`src/rtl/mbscore_muldiv_unit.sv`:
```
// ============================================================================
//  Module   : mbscore_muldiv_unit
//  Purpose  : Iterative 32-bit multiply/divide unit with architectural HI/LO
//             registers. Runs MULT/MULTU (radix-2 shift-add) and DIV/DIVU
//             (restoring shift-subtract) over DATA_WIDTH+2 cycles, stalls the
//             pipeline through busy, and services MTHI/MTLO writes.
//  Ports    : clk, rst (async, active-high)
//             start, op[1:0] (00 MULT, 01 MULTU, 10 DIV, 11 DIVU)
//             op_a, op_b    - operands from the ALU operand buses
//             flush         - abort the in-flight operation
//             hi_we, lo_we, wdata - MTHI/MTLO write port
//             busy, done    - operation in flight / one-cycle completion pulse
//             hi, lo        - HI/LO register outputs
//  Config   : define MBSCORE_DIV_EN to build the divider datapath; without it
//             DIV/DIVU requests are ignored.
//  Revision : 1.0 - initial release
// ============================================================================
`timescale 1ns/1ps
`default_nettype none

`ifndef DATA_WIDTH
`define DATA_WIDTH 32
`endif

module mbscore_muldiv_unit #(
   parameter int DATA_WIDTH = `DATA_WIDTH
) (
   input  logic                  clk,
   input  logic                  rst,
   input  logic                  start,
   input  logic [1:0]            op,
   input  logic [DATA_WIDTH-1:0] op_a,
   input  logic [DATA_WIDTH-1:0] op_b,
   input  logic                  flush,
   input  logic                  hi_we,
   input  logic                  lo_we,
   input  logic [DATA_WIDTH-1:0] wdata,
   output logic                  busy,
   output logic                  done,
   output logic [DATA_WIDTH-1:0] hi,
   output logic [DATA_WIDTH-1:0] lo
);

   localparam int CNT_W = $clog2(DATA_WIDTH);
   localparam logic [CNT_W-1:0] c_cnt_last = CNT_W'(DATA_WIDTH - 1);

   localparam logic [1:0] c_st_idle = 2'd0;
   localparam logic [1:0] c_st_mul  = 2'd1;
`ifdef MBSCORE_DIV_EN
   localparam logic [1:0] c_st_div  = 2'd2;
`endif
   localparam logic [1:0] c_st_fix  = 2'd3;

   // ------------------------------------------------------------------------
   // State
   // ------------------------------------------------------------------------
   logic [1:0]              r_state;
   logic [CNT_W-1:0]        r_cnt;
   // Multiply: {partial product high, multiplier/product low}.
   // Divide:   {partial remainder, dividend shifting out / quotient in}.
   logic [2*DATA_WIDTH-1:0] r_acc;
   // Multiplicand magnitude or divisor magnitude.
   logic [DATA_WIDTH-1:0]   r_opnd;
   logic                    r_neg_q;     // negate product / quotient
   logic [DATA_WIDTH-1:0]   r_hi;
   logic [DATA_WIDTH-1:0]   r_lo;
   logic                    r_done;
`ifdef MBSCORE_DIV_EN
   logic                    r_is_div;
   logic                    r_neg_r;     // negate remainder (dividend sign)
   logic                    r_div_zero;
`endif

   // ------------------------------------------------------------------------
   // Operand conditioning in IDLE
   // ------------------------------------------------------------------------
   logic                  w_signed;
   logic                  w_sa;
   logic                  w_sb;
   logic [DATA_WIDTH-1:0] w_mag_a;
   logic [DATA_WIDTH-1:0] w_mag_b;
   logic                  w_take;

   assign w_signed = ~op[0];
   assign w_sa     = w_signed & op_a[DATA_WIDTH-1];
   assign w_sb     = w_signed & op_b[DATA_WIDTH-1];
   // The most negative value maps onto itself, which is the correct
   // unsigned magnitude.
   assign w_mag_a  = w_sa ? (-op_a) : op_a;
   assign w_mag_b  = w_sb ? (-op_b) : op_b;

   // flush in IDLE suppresses a simultaneous start.
`ifdef MBSCORE_DIV_EN
   assign w_take = start & ~flush;
`else
   assign w_take = start & ~flush & ~op[1];
`endif

   // ------------------------------------------------------------------------
   // Multiply step: add multiplicand into the high half when the current
   // multiplier bit is set, then shift the whole accumulator right by one.
   // The carry out of the add becomes the new top bit.
   // ------------------------------------------------------------------------
   logic [DATA_WIDTH:0]     w_mul_sum;
   logic [2*DATA_WIDTH-1:0] w_mul_next;

   assign w_mul_sum  = {1'b0, r_acc[2*DATA_WIDTH-1:DATA_WIDTH]}
                     + (r_acc[0] ? {1'b0, r_opnd} : {(DATA_WIDTH+1){1'b0}});
   assign w_mul_next = {w_mul_sum, r_acc[DATA_WIDTH-1:1]};

`ifdef MBSCORE_DIV_EN
   // ------------------------------------------------------------------------
   // Divide step: shift the next dividend bit into the partial remainder,
   // subtract the divisor when it fits and record the quotient bit.
   // The shifted remainder needs DATA_WIDTH+1 bits; after a successful
   // subtract it always fits back into DATA_WIDTH bits.
   // ------------------------------------------------------------------------
   logic [DATA_WIDTH:0]     w_div_shift;
   logic                    w_div_ge;
   logic [DATA_WIDTH-1:0]   w_div_rem;
   logic [2*DATA_WIDTH-1:0] w_div_next;

   assign w_div_shift = r_acc[2*DATA_WIDTH-1:DATA_WIDTH-1];
   assign w_div_ge    = (w_div_shift >= {1'b0, r_opnd});
   assign w_div_rem   = w_div_ge ? (w_div_shift[DATA_WIDTH-1:0] - r_opnd)
                                 : w_div_shift[DATA_WIDTH-1:0];
   assign w_div_next  = {w_div_rem, r_acc[DATA_WIDTH-2:0], w_div_ge};
`endif

   // ------------------------------------------------------------------------
   // Sign correction applied in FIX
   // ------------------------------------------------------------------------
   logic [2*DATA_WIDTH-1:0] w_prod_fix;
   assign w_prod_fix = r_neg_q ? (-r_acc) : r_acc;

`ifdef MBSCORE_DIV_EN
   logic [DATA_WIDTH-1:0] w_quo_raw;
   logic [DATA_WIDTH-1:0] w_rem_raw;
   logic [DATA_WIDTH-1:0] w_quo_fix;
   logic [DATA_WIDTH-1:0] w_rem_fix;

   assign w_quo_raw = r_acc[DATA_WIDTH-1:0];
   assign w_rem_raw = r_acc[2*DATA_WIDTH-1:DATA_WIDTH];
   // Division by zero leaves the remainder equal to the dividend magnitude,
   // so the usual remainder sign fix already restores op_a; only the
   // quotient needs forcing to all ones.
   assign w_quo_fix = r_div_zero ? {DATA_WIDTH{1'b1}}
                    : (r_neg_q ? (-w_quo_raw) : w_quo_raw);
   assign w_rem_fix = r_neg_r ? (-w_rem_raw) : w_rem_raw;
`endif

   // ------------------------------------------------------------------------
   // Sequencer and HI/LO registers
   // ------------------------------------------------------------------------
   always_ff @(posedge clk or posedge rst) begin
      if (rst) begin
         r_state    <= c_st_idle;
         r_cnt      <= '0;
         r_acc      <= '0;
         r_opnd     <= '0;
         r_neg_q    <= 1'b0;
         r_hi       <= '0;
         r_lo       <= '0;
         r_done     <= 1'b0;
`ifdef MBSCORE_DIV_EN
         r_is_div   <= 1'b0;
         r_neg_r    <= 1'b0;
         r_div_zero <= 1'b0;
`endif
      end else begin
         r_done <= 1'b0;
         case (r_state)
            c_st_idle: begin
               // MTHI/MTLO land here even when a start is taken in the same
               // cycle; the operation result overwrites them later.
               if (hi_we) r_hi <= wdata;
               if (lo_we) r_lo <= wdata;
               if (w_take) begin
                  r_cnt   <= c_cnt_last;
                  r_neg_q <= w_sa ^ w_sb;
`ifdef MBSCORE_DIV_EN
                  r_is_div   <= op[1];
                  r_neg_r    <= w_sa;
                  r_div_zero <= (op_b == '0);
                  if (op[1]) begin
                     r_acc   <= {{DATA_WIDTH{1'b0}}, w_mag_a};
                     r_opnd  <= w_mag_b;
                     r_state <= c_st_div;
                  end else begin
                     r_acc   <= {{DATA_WIDTH{1'b0}}, w_mag_b};
                     r_opnd  <= w_mag_a;
                     r_state <= c_st_mul;
                  end
`else
                  r_acc   <= {{DATA_WIDTH{1'b0}}, w_mag_b};
                  r_opnd  <= w_mag_a;
                  r_state <= c_st_mul;
`endif
               end
            end

            c_st_mul: begin
               if (flush) begin
                  r_state <= c_st_idle;
               end else begin
                  r_acc <= w_mul_next;
                  r_cnt <= r_cnt - CNT_W'(1);
                  if (r_cnt == '0) r_state <= c_st_fix;
               end
            end

`ifdef MBSCORE_DIV_EN
            c_st_div: begin
               if (flush) begin
                  r_state <= c_st_idle;
               end else begin
                  r_acc <= w_div_next;
                  r_cnt <= r_cnt - CNT_W'(1);
                  if (r_cnt == '0) r_state <= c_st_fix;
               end
            end
`endif

            c_st_fix: begin
               r_state <= c_st_idle;
               if (!flush) begin
`ifdef MBSCORE_DIV_EN
                  if (r_is_div) begin
                     r_hi <= w_rem_fix;
                     r_lo <= w_quo_fix;
                  end else begin
                     r_hi <= w_prod_fix[2*DATA_WIDTH-1:DATA_WIDTH];
                     r_lo <= w_prod_fix[DATA_WIDTH-1:0];
                  end
`else
                  r_hi <= w_prod_fix[2*DATA_WIDTH-1:DATA_WIDTH];
                  r_lo <= w_prod_fix[DATA_WIDTH-1:0];
`endif
                  r_done <= 1'b1;
               end
            end

            default: r_state <= c_st_idle;
         endcase
      end
   end

   assign busy = (r_state != c_st_idle);
   assign done = r_done;
   assign hi   = r_hi;
   assign lo   = r_lo;

endmodule

`default_nettype wire
```
`config.mk`:
```
export PLATFORM = sky130hd
export DESIGN_NAME = mbscore_muldiv_unit
export DESIGN_NICKNAME = d
export VERILOG_FILES = /design/src/rtl/mbscore_muldiv_unit.sv
export SDC_FILE = /design/constraint.sdc
export NUM_CORES = 1
export LEC_CHECK = 0
export CORE_MARGIN = 2
export CORE_UTILIZATION = 56
export CTS_CLUSTER_DIAMETER = 150
export DETAILED_ROUTE_END_ITERATION = 8
export PLACE_DENSITY = 0.83
export SYNTH_ARGS = -nofsm -noshare
export SYNTH_HDL_FRONTEND = slang
export SYNTH_SLANG_ARGS = --single-unit
```
`constraint.sdc`:
```
create_clock -name clk -period 7.08 [get_ports clk]
set_input_delay 1.416 -clock clk [delete_from_list [all_inputs] [get_ports clk]]
set_output_delay 1.416 -clock clk [all_outputs]
set_load 0.02 [all_outputs]
```
# [After elaboration in Yosys (flattened, before gate mapping)]
# Index checks and enable logic that the tools add are counted.
[totals] register_bits=169 input_bits=104 wordCells=61
[op_classes] addsub=5 n_eq_ne=8 n_mux=22 bitwise=8 n_reduce_logical=10
[ops] op="32-bit two-way mux" count=7
[ops] op="64-bit two-way mux" count=3
[ops] op="32-bit case mux with 2 select lines" count=2
[ops] op="64-bit case mux with 2 select lines" count=1
[ops] op="32-bit negation" count=2
[ops] op="64-bit negation" count=1
[ops] op="32-bit by 32-bit adder with 33-bit output" count=1
[ops] op="5-bit two-way mux" count=2
[ops] op="2-bit != test, second input constant" count=5
[ops] op="5-bit case mux with 2 select lines" count=1
[ops] op="3-bit AND reduction" count=3
[ops] op="2-bit two-way mux" count=3
[ops] op="2-bit nonzero test" count=3
[ops] op="5-bit logical NOT" count=1
[ops] op="5-bit by 1-bit subtractor with 5-bit output, second input constant" count=1
[ops] op="1-bit bitwise AND" count=4
[ops] op="2-bit case mux with 2 select lines" count=1
[ops] op="2-bit AND reduction" count=2
[ops] op="3-bit != test, second input constant" count=1
[ops] op="1-bit inverter" count=3
[ops] op="2-bit by 1-bit equality test with 1-bit output, second input constant" count=1
[ops] op="2-bit equality test, second input constant" count=1
[ops] op="2-bit logical NOT" count=1
[ops] op="1-bit two-way mux" count=2
[ops] op="1-bit XOR" count=1

# [Logic depth before layout (Yosys ltp)]
[depth] word_depth=5 mapped_depth=13 mapped_depth_nobuf=11

# [Least setup slack after synthesis]
# OpenSTA, ideal clock, no wires.
[synth_timing] kind="input -> register" startpoint="input port op_b[5]" endpoint="register r_acc[29]" setup_time_ns=0.076 t_arrival_ns=3.347 t_required_ns=7.004 path_slack_ns=3.656 path_stages=8 n_path_buf=1 path_cell_list="or4_1 clkbuf_1 nor4_2 nand4_1 o31ai_1 xnor2_1 mux2i_1 o21ai_1"
[synth_via] elab_chain_cells=4
[synth_rtl] item="start, declared" line="33" source="input logic [DATA_WIDTH-1:0] op_b,"
[synth_rtl] item="32-bit negation" line="90" source="assign w_mag_b = w_sb ? (-op_b) : op_b;"
[synth_rtl] item="32-bit two-way mux" line="90"
[synth_rtl] item="64-bit two-way mux" line="178" source="if (w_take) begin"
[synth_rtl] item="64-bit case mux with 2 select lines" line="172" source="case (r_state)"
[synth_rtl] item="end signal, assigned" line="195" source="r_acc <= {{DATA_WIDTH{1'b0}}, w_mag_b};"
[synth_rtl] item="end signal, assigned" line="206" source="r_acc <= w_mul_next;"
[synth_rtl] item="end, declared" line="61" source="logic [2*DATA_WIDTH-1:0] r_acc;"
# Every way passes these cells. The select of a mux whose other input is x is not followed.
# A chain may end at the register's enable or synchronous reset.

# [Worst setup path in the final report]
[layout_timing] startpoint="register r_acc[0]" endpoint="register r_acc[55]"
[layout_via] elab_chain_cells=4
[layout_rtl] item="32-bit two-way mux" line="108" source="+ (r_acc[0] ? {1'b0, r_opnd} : {(DATA_WIDTH+1){1'b0}});"
[layout_rtl] item="32-bit by 32-bit adder with 33-bit output" line="108"
[layout_rtl] item="64-bit two-way mux" line="203" source="if (flush) begin"
[layout_rtl] item="64-bit case mux with 2 select lines" line="172"
# Every way passes these cells. The select of a mux whose other input is x is not followed.

==> metrics <==
synth top area cells=dfrtp_1 36%, o21ai_0 7.2%, nand2_1 6.8%; area grow syn2layout=20.84%; ys async rst share=between 90% and 100%; Primary FF master, synth=dfrtp_1; Leakage=5.912 nW; Starting Density=between 50% and 60%; leading area contributor after synthesis=dfrtp_1; Gate power share=40.3%; initial antenna violation count=0; Critical path origin=r_acc[0]; H-tree depth=4; largest net degree at the start of global routing=103; WP data arrival=4560 ps; GRT Residual Overflow=0; post-layout power=4.059 mW; Setup Viol. Count Final=0; WL/cell=19.19 um; clock-pin slew on the worst setup and hold paths=70 ps; Syn Area/Cell=8.196 sq um; CP required=7400 ps; io pins=170; die height=148.8 um; Tcrit/Tclk final=59.92%; GRT met1 Usage=45.64%; DRC violations left=0; Inserted Diodes=0; number of flops mapped to enable cells by yosys=0; HP Start=r_opnd[24]; Setup CP Type=flip-flop to flip-flop; GRT Total Usage=32.21%; sequential share of the synthesized area=36.01%; first-pass GRT wire length=between 50,000 and 60,000 um; most common cell in the netlist=nand2_1; core area=20,430 sq um; Final Hold Viols=0; Post CTS Setup Buffer Count=0; Yosys top cell area share=36.01%; met2 Track Usage GR=49.38%; maximum clock rate=0.2357 GHz; root buffer cell=clkbuf_16; sequential share of power=36.4%; Synth top cells by count=212 x nand2_1, 169 x dfrtp_1, 169 x o21ai_0; Port Buf Inserts=roughly 170; Hold Path Class=flip-flop to flip-flop; initial DRC count=around 1,200; critical path endpoint category=flip-flop; clock sink count=169; cell area power density=around 290 nW/um^2; Seq cells post-synth=169; worst-path maximum fanout=37; status=finished, final reports clean; vias=11,400; Final nets=~1,700; Post-Syn Nets=1,575; unrepaired setup endpoints after global routing=false; vias in the first global route=10,770; Final ANT Viol Nets=0; number of CTS-inserted buffers=17; placed instance area=between 10,000 and 15,000 sq um; Die Area=roughly 22,000 sq um; max-cap viol count=0; Clock power frac=23.3%; met3 usage=around 5.2%; Worst Skew=approximately 6.9 ps; Worst-Margin Slew=a little under 1000 ps; layer with the highest usage=met2; post-CTS sizing=0; layout cells sized above 1=4.987%; GP Congestion=0.9806; routed wire length=35,200 um; yosys warns=0; hpwl dp=roughly 27,000 um; # hold bufs at CTS=0; maximum VDD drop=approximately 0.00020 V; clk buf depth=2; NetSw=1.686 mW; drt first pass iters=8; max-slew violation count=0; startpoint types=flip-flop; Die Wd=148.8 um; Slew headroom=34.21%; clk_lat worst skew=430 ps; internal cell power=between 2 and 2.5 mW; # rows=52; cell area after synthesis=~12,000 sq um; Yosys cell types=63; setup TNS=0 ps; vias per cell=6.218; switching share of total power=41.55%; Final Instance Area=14,190 sq um; Syn Inst Count=around 1,400; reg-to-reg startpoint=r_acc[0]; post-route minimum period=between 4000 and 5000 ps; CTS tree=done; Fill cells=roughly 1,700
-- per-layer routing --
| metal | wire length, um | vias up |
|---|---|---|
| li1 | - | 5384 |
| met1 | 14960 | 5342 |
| met2 | 15440 | 601 |
| met3 | 3499 | 77 |
| met4 | 1300 | 0 |
| met5 | 0 | - |
-- final timing paths --
kind                               to  slack [ps]  cells past startpoint
min                        r_opnd[24]         470                      2
max in group asynchronous  r_opnd[16]        4130                      3
min reg2reg                r_opnd[24]         470                      2
max                         r_acc[55]        2840                     11
min in group asynchronous      lo[14]        1540                      2
max reg2reg                 r_acc[55]        2840                     11
-- cell type report --
cell class | count | area [sq um] | area share [%]
Multi-Input combinational cell | 1152 | 7127 | 50.22
Sequential cell | 169 | 4229 | 29.80
Timing Repair Buffer | 184 | 1804 | 12.71
Clock buffer | 20 | 446.7 | 3.147
Tap cell | 270 | 337.8 | 2.380
Clock inverter | 12 | 141.4 | 0.9962
Inverter | 27 | 106.4 | 0.7494
-- flip-flops by register name, indices dropped and copies added, names as in the netlist --
register / flops
hi: 32
r_cnt: 5
r_acc: 64
r_opnd: 32
r_neg_q: 1
lo: 32
r_state: 2
done: 1
-- power groups by stage --
| stage | clock (mW) | sequential, mW | combinational (mW) |
|---|---|---|---|
| 3_5_place_dp | 0 | 1.48 | 1.60 |
| 6_report | 0.946 | 1.48 | 1.64 |
| 2_1_floorplan | 0 | 1.41 | 1.09 |
| 4_1_cts | 0.950 | 1.46 | 1.61 |
| 5_1_grt | 0.991 | 1.50 | 1.80 |
| 3_3_place_gp | 0 | 1.47 | 1.57 |
-- cell families (layout without fill, tap and decap cells) --
group                    count (synthesis)  count (layout)  synth area share, %
XOR/XNOR                               137             137                10.22
buffers and inverters                  112             243                3.601
flip-flops                             169             169                36.01
adder cells (fa/ha/maj)                 38              38                4.112
AND/OR/NAND/NOR                        534             534                22.32
multiplexers                            16              16                1.427
AO/OA/AOI/OAI                          427             427                22.32
-- per-stage QoR --
step / util [%] / worst slack (ps) / hold WS (ps) / instances
final: 69.47 / 2838 / 472.0 / 1834
after global routing: 69.47 / 2505 / 497.2 / 1834
after CTS: 69.46 / 2957 / 479.6 / 1834
after detailed placement: 66.58 / 2869 / 464.2 / 1802
after global placement: 66.58 / 2964 / 453.2 / 1802
after floorplan: - / 1089 / 441.8 / 1433
-- critical path, stage by stage, from the launching register on --
cell       delay (ps)
dfrtp_1           980
and2_1            260
ha_1              170
inv_1              60
fa_1              400
nor2b_1           160
o2111ai_1         200
a21oi_1           310
o31ai_1           200
a2111oi_0         810
o21ai_0           270
a32o_1            300
-- placed cells by master (no fill, tap or decap), types with 4 or more instances in the layout --
master / Yosys / final
nand2_1: 212 / 211
xnor2_1: 57 / 57
clkinvlp_4: 0 / 4
o22ai_1: 5 / 5
or3_1: 25 / 25
and3_1: 12 / 12
o21ai_0: 169 / 169
a32o_1: 4 / 4
and2_1: 36 / 36
nor4_1: 18 / 18
nor3_1: 26 / 26
nand4_1: 14 / 14
a21o_1: 19 / 19
clkdlybuf4s50_1: 0 / 169
nor2_1: 98 / 98
dfrtp_1: 169 / 169
o31ai_1: 40 / 40
a221oi_1: 4 / 4
mux2_2: 6 / 6
nand3_1: 37 / 37
or2_2: 4 / 4
ha_1: 37 / 37
a21oi_1: 93 / 91
or4_1: 11 / 11
a211oi_1: 7 / 7
inv_1: 26 / 25
nand2b_1: 17 / 17
nor4_2: 4 / 4
nor2b_1: 6 / 4
a31oi_1: 14 / 14
o221ai_1: 14 / 14
o41ai_1: 21 / 21
buf_4: 0 / 15
xor2_1: 80 / 80
clkbuf_16: 0 / 17
mux2i_1: 10 / 10
inv_6: 0 / 4
o211ai_1: 11 / 11
No activity file was read; power rests on OpenSTA's default activity.
